--- config.mk ---
export PLATFORM = sky130hd
export DESIGN_NAME = pwm_duty_meter
export DESIGN_NICKNAME = d
export VERILOG_FILES = /design/src/rtl/pwm_duty_meter.sv
export SDC_FILE = /design/constraint.sdc
export NUM_CORES = 1
export LEC_CHECK = 0
export BUFFER_PORTS_ARGS = -buffer_cell sky130_fd_sc_hd__buf_2
export CORE_ASPECT_RATIO = 0.5
export CORE_MARGIN = 8
export CORE_UTILIZATION = 59
export DETAILED_ROUTE_END_ITERATION = 6
export GPL_ROUTABILITY_DRIVEN = 0
export PLACE_DENSITY_LB_ADDON = 0.2
export SLEW_MARGIN = 20
export SYNTH_ARGS = -nofsm -noshare
export SYNTH_HDL_FRONTEND = slang
export SYNTH_SLANG_ARGS = --single-unit
--- constraint.sdc ---
create_clock -name clk -period 2.9 [get_ports clk]
set_clock_uncertainty 0.05 [all_clocks]
set_input_delay 0 -clock clk [delete_from_list [all_inputs] [get_ports clk]]
set_output_delay 0 -clock clk [all_outputs]
set_load 0.05 [all_outputs]
--- src/rtl/pwm_duty_meter.sv ---
// pwm_duty_meter: measures high time and period of an asynchronous PWM input.
// pwm_in is brought into the clk domain with a 2-flop synchronizer.
// An optional glitch filter is enabled by defining PWM_GLITCH_FILTER_EN. With the
// filter, the level changes only after FILT_LEN consecutive equal samples.
// A four-state FSM counts the high time and the period between filtered rising edges.
// Counters saturate instead of wrapping.
// A no-edge watchdog raises stuck_high or stuck_low after TIMEOUT cycles.
module pwm_duty_meter #(
    parameter int CNT_W    = 17,
    parameter int TIMEOUT  = 120000,
    parameter int FILT_LEN = 4
) (
    input  logic             clk,
    input  logic             rst_n,
    input  logic             pwm_in,
    input  logic             enable,
    output logic [CNT_W-1:0] high_cnt,
    output logic [CNT_W-1:0] period_cnt,
    output logic             meas_valid,
    output logic             stuck_high,
    output logic             stuck_low,
    output logic             overflow
);

    localparam logic [CNT_W-1:0] CNT_MAX = {CNT_W{1'b1}};
    localparam logic [CNT_W-1:0] CNT_ONE = CNT_W'(1);
    localparam int               RUN_W   = $clog2(TIMEOUT + 1);
    localparam logic [RUN_W-1:0] RUN_TOP  = RUN_W'(TIMEOUT);
    localparam logic [RUN_W-1:0] RUN_LAST = RUN_W'(TIMEOUT - 1);

    typedef enum logic [1:0] {
        IDLE      = 2'd0,
        WAIT_RISE = 2'd1,
        MEAS_HIGH = 2'd2,
        MEAS_LOW  = 2'd3
    } state_t;

    // Saturating increment: a counter parks at its maximum rather than wrapping.
    function automatic logic [CNT_W-1:0] sat_inc(input logic [CNT_W-1:0] v);
        if (v == CNT_MAX) begin
            return v;
        end else begin
            return v + CNT_ONE;
        end
    endfunction

    logic [1:0]       sync_r;
    logic             lvl_s;
    logic             lvl_d_r;
    logic             rise_s;
    logic             fall_s;
    logic             edge_s;
    logic             timeout_s;
    logic [RUN_W-1:0] run_r;
    logic [CNT_W-1:0] hcnt_r;
    logic [CNT_W-1:0] pcnt_r;
    logic [CNT_W-1:0] high_cnt_r;
    logic [CNT_W-1:0] period_cnt_r;
    logic             meas_valid_r;
    logic             stuck_high_r;
    logic             stuck_low_r;
    logic             overflow_r;
    state_t           state_r;

    // Two-flop synchronizer for the asynchronous PWM input.
    always_ff @(posedge clk or negedge rst_n) begin
        if (!rst_n) begin
            sync_r <= 2'b00;
        end else begin
            sync_r <= {sync_r[0], pwm_in};
        end
    end

`ifdef PWM_GLITCH_FILTER_EN
    localparam int               FILT_W    = (FILT_LEN > 1) ? $clog2(FILT_LEN) : 1;
    localparam logic [FILT_W-1:0] FILT_LAST = FILT_W'(FILT_LEN - 1);

    logic [FILT_W-1:0] filt_cnt_r;
    logic              filt_r;

    // Glitch filter: the level changes only after FILT_LEN samples that all differ from it.
    always_ff @(posedge clk or negedge rst_n) begin
        if (!rst_n) begin
            filt_cnt_r <= {FILT_W{1'b0}};
            filt_r     <= 1'b0;
        end else if (sync_r[1] == filt_r) begin
            filt_cnt_r <= {FILT_W{1'b0}};
        end else if (filt_cnt_r == FILT_LAST) begin
            filt_cnt_r <= {FILT_W{1'b0}};
            filt_r     <= sync_r[1];
        end else begin
            filt_cnt_r <= filt_cnt_r + FILT_W'(1);
        end
    end

    assign lvl_s = filt_r;
`else
    assign lvl_s = sync_r[1];
`endif

    // Registered copy of the filtered level, used for one-cycle edge flags.
    always_ff @(posedge clk or negedge rst_n) begin
        if (!rst_n) begin
            lvl_d_r <= 1'b0;
        end else begin
            lvl_d_r <= lvl_s;
        end
    end

    assign rise_s    = lvl_s & ~lvl_d_r;
    assign fall_s    = ~lvl_s & lvl_d_r;
    assign edge_s    = rise_s | fall_s;
    assign timeout_s = enable && (state_r != IDLE) && !edge_s && (run_r == RUN_LAST);

    // No-edge run counter. It parks at TIMEOUT, so each quiet stretch reports only once.
    always_ff @(posedge clk or negedge rst_n) begin
        if (!rst_n) begin
            run_r <= {RUN_W{1'b0}};
        end else if (!enable || (state_r == IDLE) || edge_s) begin
            run_r <= {RUN_W{1'b0}};
        end else if (run_r != RUN_TOP) begin
            run_r <= run_r + RUN_W'(1);
        end else begin
            run_r <= run_r;
        end
    end

    // Measurement FSM: owns the running counters, the latched results and the status flags.
    always_ff @(posedge clk or negedge rst_n) begin
        if (!rst_n) begin
            state_r      <= IDLE;
            hcnt_r       <= {CNT_W{1'b0}};
            pcnt_r       <= {CNT_W{1'b0}};
            high_cnt_r   <= {CNT_W{1'b0}};
            period_cnt_r <= {CNT_W{1'b0}};
            meas_valid_r <= 1'b0;
            stuck_high_r <= 1'b0;
            stuck_low_r  <= 1'b0;
            overflow_r   <= 1'b0;
        end else begin
            meas_valid_r <= 1'b0;
            if (edge_s) begin
                stuck_high_r <= 1'b0;
                stuck_low_r  <= 1'b0;
            end
            if (!enable) begin
                state_r <= IDLE;
            end else if (timeout_s) begin
                state_r <= WAIT_RISE;
                if (lvl_s) begin
                    stuck_high_r <= 1'b1;
                end else begin
                    stuck_low_r <= 1'b1;
                end
            end else begin
                case (state_r)
                    IDLE: begin
                        state_r <= WAIT_RISE;
                    end
                    WAIT_RISE: begin
                        if (rise_s) begin
                            hcnt_r  <= CNT_ONE;
                            pcnt_r  <= CNT_ONE;
                            state_r <= MEAS_HIGH;
                        end
                    end
                    MEAS_HIGH: begin
                        pcnt_r <= sat_inc(pcnt_r);
                        if (fall_s) begin
                            state_r <= MEAS_LOW;
                        end else begin
                            hcnt_r <= sat_inc(hcnt_r);
                        end
                    end
                    MEAS_LOW: begin
                        if (rise_s) begin
                            high_cnt_r   <= hcnt_r;
                            period_cnt_r <= pcnt_r;
                            overflow_r   <= (pcnt_r == CNT_MAX);
                            meas_valid_r <= 1'b1;
                            hcnt_r       <= CNT_ONE;
                            pcnt_r       <= CNT_ONE;
                            state_r      <= MEAS_HIGH;
                        end else begin
                            pcnt_r <= sat_inc(pcnt_r);
                        end
                    end
                    default: begin
                        state_r <= IDLE;
                    end
                endcase
            end
        end
    end

    assign high_cnt   = high_cnt_r;
    assign period_cnt = period_cnt_r;
    assign meas_valid = meas_valid_r;
    assign stuck_high = stuck_high_r;
    assign stuck_low  = stuck_low_r;
    assign overflow   = overflow_r;

endmodule

==> summary.md <==
| Metric | Value |
|---|---|
| Status | finished, final reports clean |
| Net count after synthesis | 429 |
| # Post-CTS Setup Buffers | 0 |
| Final wirelength | 9880 um |
| Critical path class | reg -> reg |
| Cell Count, Final, Fillers Out | 581 |
| CTS tree | built |
| Fillers | 609 |
| Worst-path clk slew | 0.06 ns |
| Die Y | 78.8 um |
| Worst rel slew slack | 0.545 |
| Die X | 142 um |
| Via/cell ratio | 5.94 |
| Drc violations | 0 |
| Worst setup EP type | register |
| First-pass GRT wire length | 16800 um |
| Clk sink count | 94 |
| Ys async rst share | 1.00 |
| Setup Viol. Count Final | 0 |
| Pre-antenna DRT Iters | 4 |
| Root Driver | clkbuf_16 |
| Final period utilization | 0.932 |
| Crit-path max FO | 17 |
| Final-report hold violation count | 0 |
| Post-DP HPWL | 6860 um |
| Starting Density | 0.595 |
| Initial antenna violation count | 0 |
| Vias in the first global route | 3402 |
| Max rail drop VDD | 0.000423 V |
| Site row count | 23 |
| Antenna Nets Post-Route | 0 |
| Max-Cap Viols | 0 |
| # port buffers | 41 |
| Placed cells | 562 |
| Max Buffers Root-to-Sink | 2 |
| Post-synthesis area per instance | 11.1 um^2 |
| Setup WS pre-CTS | 0.0897 ns |
| Worst-Skew Late Latency | 0.34 ns |
| Per-cell routed wire length | 17.0 um |
| H-tree depth | 3 |
| Antenna Cells | 0 |
| Power Density | 546 nW/um^2 |
| Hold WC Path Type | in -> async |
| Die area | 11200 um^2 |
| Total power | 2.92 mW |
| Top-Level Pins | 42 |
| WP data arrival | 2.87 ns |
| Max-slew violation count | 0 |
| Mapped cell area | 4660 um^2 |
| Final #Nets | 475 |
| Setup tns final | 0 ns |
| P&R area growth vs syn | 14.9% |
| Share of cells above drive strength 1 | 0.241 |
| Yosys Warn Count | 0 |
| Hold WS | 0.122 ns |
| CP Launch Type | register |
| Yosys reg bits | 94 |
| Fin util | 0.684 |
| Worst EP required | 3.07 ns |
| Fmax achieved | 0.370 GHz |
| Netlist cell types | 52 |
| Period minus WS final | 2.70 ns |
| Congestion Overflow GR | 0 |
| Post-synthesis cell count | 418 |
| Post-synthesis sequential area ratio | 0.505 |
| Main synth FF type | dfrtp_1 |
| Placed cell areas | 5000 um^2 |
| Worst slew pin tran | 0.677 ns |
| Final instance area | 5350 um^2 |
| Largest net degree at the start of global routing | 41 |
| Total leakage power | 2.44 nW |
| Overall Global Routing Usage | 0.186 |
| Routed via count | 3452 |
| Post-synth EDFFs | 0 |
| Worst setup margin | 0.198 ns |
| TritonCTS buffer count | 9 |
| 1st-iter DRT viols | 319 |
| CORE AREA | 7830 um^2 |
==> layout by cell type, fill, tap and decap left out, types with 3 or more instances in the layout <==
| cell | Yosys | final |
|---|---|---|
| clkbuf_16 | 0 | 9 |
| dlygate4sd3_1 | 0 | 3 |
| nor2b_1 | 5 | 5 |
| and3_1 | 7 | 7 |
| nand2_1 | 36 | 36 |
| buf_2 | 4 | 40 |
| clkbuf_8 | 0 | 3 |
| xor2_1 | 9 | 9 |
| nor3_1 | 8 | 8 |
| dfrtp_1 | 94 | 94 |
| nand2b_1 | 6 | 6 |
| a21oi_1 | 23 | 22 |
| clkbuf_1 | 12 | 4 |
| and2_1 | 9 | 8 |
| nand3_1 | 15 | 15 |
| a2111oi_2 | 0 | 3 |
| mux2_4 | 29 | 29 |
| inv_1 | 8 | 8 |
| mux2_2 | 6 | 6 |
| o21a_1 | 5 | 5 |
| o31ai_1 | 8 | 8 |
| buf_4 | 2 | 12 |
| a221o_1 | 4 | 4 |
| ha_1 | 7 | 7 |
| xnor2_1 | 7 | 7 |
| or3_1 | 3 | 3 |
| and4_1 | 6 | 6 |
| nor2_1 | 21 | 21 |
| o21ai_0 | 17 | 16 |
| or4_1 | 9 | 9 |
| nand4_1 | 12 | 12 |
| nor4_1 | 9 | 9 |
==> what timing repair did <==
action,in CTS,in global routing
gates resized for setup,0,11
hold buffers,3,0
endpoints found under the setup margin,0,17
hold endpoints to repair,40,0
==> final cells by class <==
cell class / instances / area (um^2) / area share
sequential: 94 / 2350 / 0.440
multi-input combinational: 294 / 2190 / 0.409
timing repair buffer: 57 / 360 / 0.0673
clock buffer: 16 / 282 / 0.0526
tap: 112 / 140 / 0.0262
inverter: 8 / 30.0 / 0.00561
==> path summary, 6_finish.rpt <==
path / startpoint / endpoint / slack (ns) / cells past startpoint
min in group clk: pwm_in / sync_r[0] / 0.26 / 2
max in group asynchronous: rst_n / pcnt_r[15] / 1.85 / 3
hold reg to reg: sync_r[0] / sync_r[1] / 0.30 / 0
setup / recovery: hcnt_r[0] / hcnt_r[3] / 0.20 / 10
hold / removal: rst_n / pcnt_r[8] / 0.12 / 2
setup reg to reg: hcnt_r[0] / hcnt_r[3] / 0.20 / 10
==> state kept, by name, summed over array words and instances, names as in the netlist <==
register    count
pcnt_r         17
lvl_d_r         1
meas_valid      1
overflow        1
state_r         2
sync_r          2
run_r          17
period_cnt     17
high_cnt       17
stuck_low       1
hcnt_r         17
stuck_high      1
==> routing by layer <==
layer / up-vias / GRT usage / part of all wire
met4: 0 / 0.0542 / 0.0098
li1: 1634 / - / -
met3: 10 / 0.0580 / 0.046
met5: - / 0 / 0
met2: 77 / 0.301 / 0.48
met1: 1731 / 0.237 / 0.46
==> power breakdown <==
group          total [mW]  leakage [nW]  internal (mW)  switching, mW
clock                1.12         0.137          0.654          0.462
combinational       0.345          1.03          0.123          0.222
sequential           1.46          1.27           1.38         0.0836
==> worst max-delay path, cell delays in order, from the launching register on <==
cell and delay, ns:
dfrtp_1 0.42, ha_1 0.25, and3_1 0.19, nand4_1 0.18, nor3_1 0.07, ha_1 0.20
nor4b_2 0.27, o21ai_1 0.15, a21o_4 0.28, buf_4 0.18, a221o_1 0.35
==> synthesized netlist by cell type (2+ instances only) <==
library cell	n	area share
o31ai_1	8	0.013
mux2_4	29	0.093
mux2_2	6	0.015
nor4b_1	2	0.0038
xor2_1	9	0.017
or3_1	3	0.0040
a221o_1	4	0.0086
a41oi_1	2	0.0038
nand4_1	12	0.016
and3_1	7	0.0094
inv_1	8	0.0064
xnor2_1	7	0.013
or4_1	9	0.015
o41ai_1	2	0.0038
a21oi_1	23	0.025
nor3b_1	2	0.0032
nand2b_1	6	0.0081
nor2_1	21	0.017
nor2b_1	5	0.0067
mux2i_1	2	0.0043
a2111oi_0	4	0.0075
dfrtp_1	94	0.51
buf_4	2	0.0032
and4_1	6	0.011
nand4b_1	2	0.0038
nor4_1	9	0.012
o21ai_0	17	0.018
o21a_1	5	0.0081
a21boi_0	2	0.0032
nor3_1	8	0.0086
buf_2	4	0.0043
clkbuf_1	12	0.0097
and2_1	9	0.012
ha_1	7	0.019
buf_6	4	0.0097
nand3_1	15	0.016
nand2_1	36	0.029
==> logic make-up after synthesis <==
logic type	synth area share
flip-flops	0.505
buffers and inverters	0.0333
multiplexers	0.112
adder cells (fa/ha/maj)	0.0188
AND/OR/NAND/NOR	0.188
XOR/XNOR	0.0301
AO/OA/AOI/OAI	0.113
Note: power is estimated with default switching activity, not from simulation.
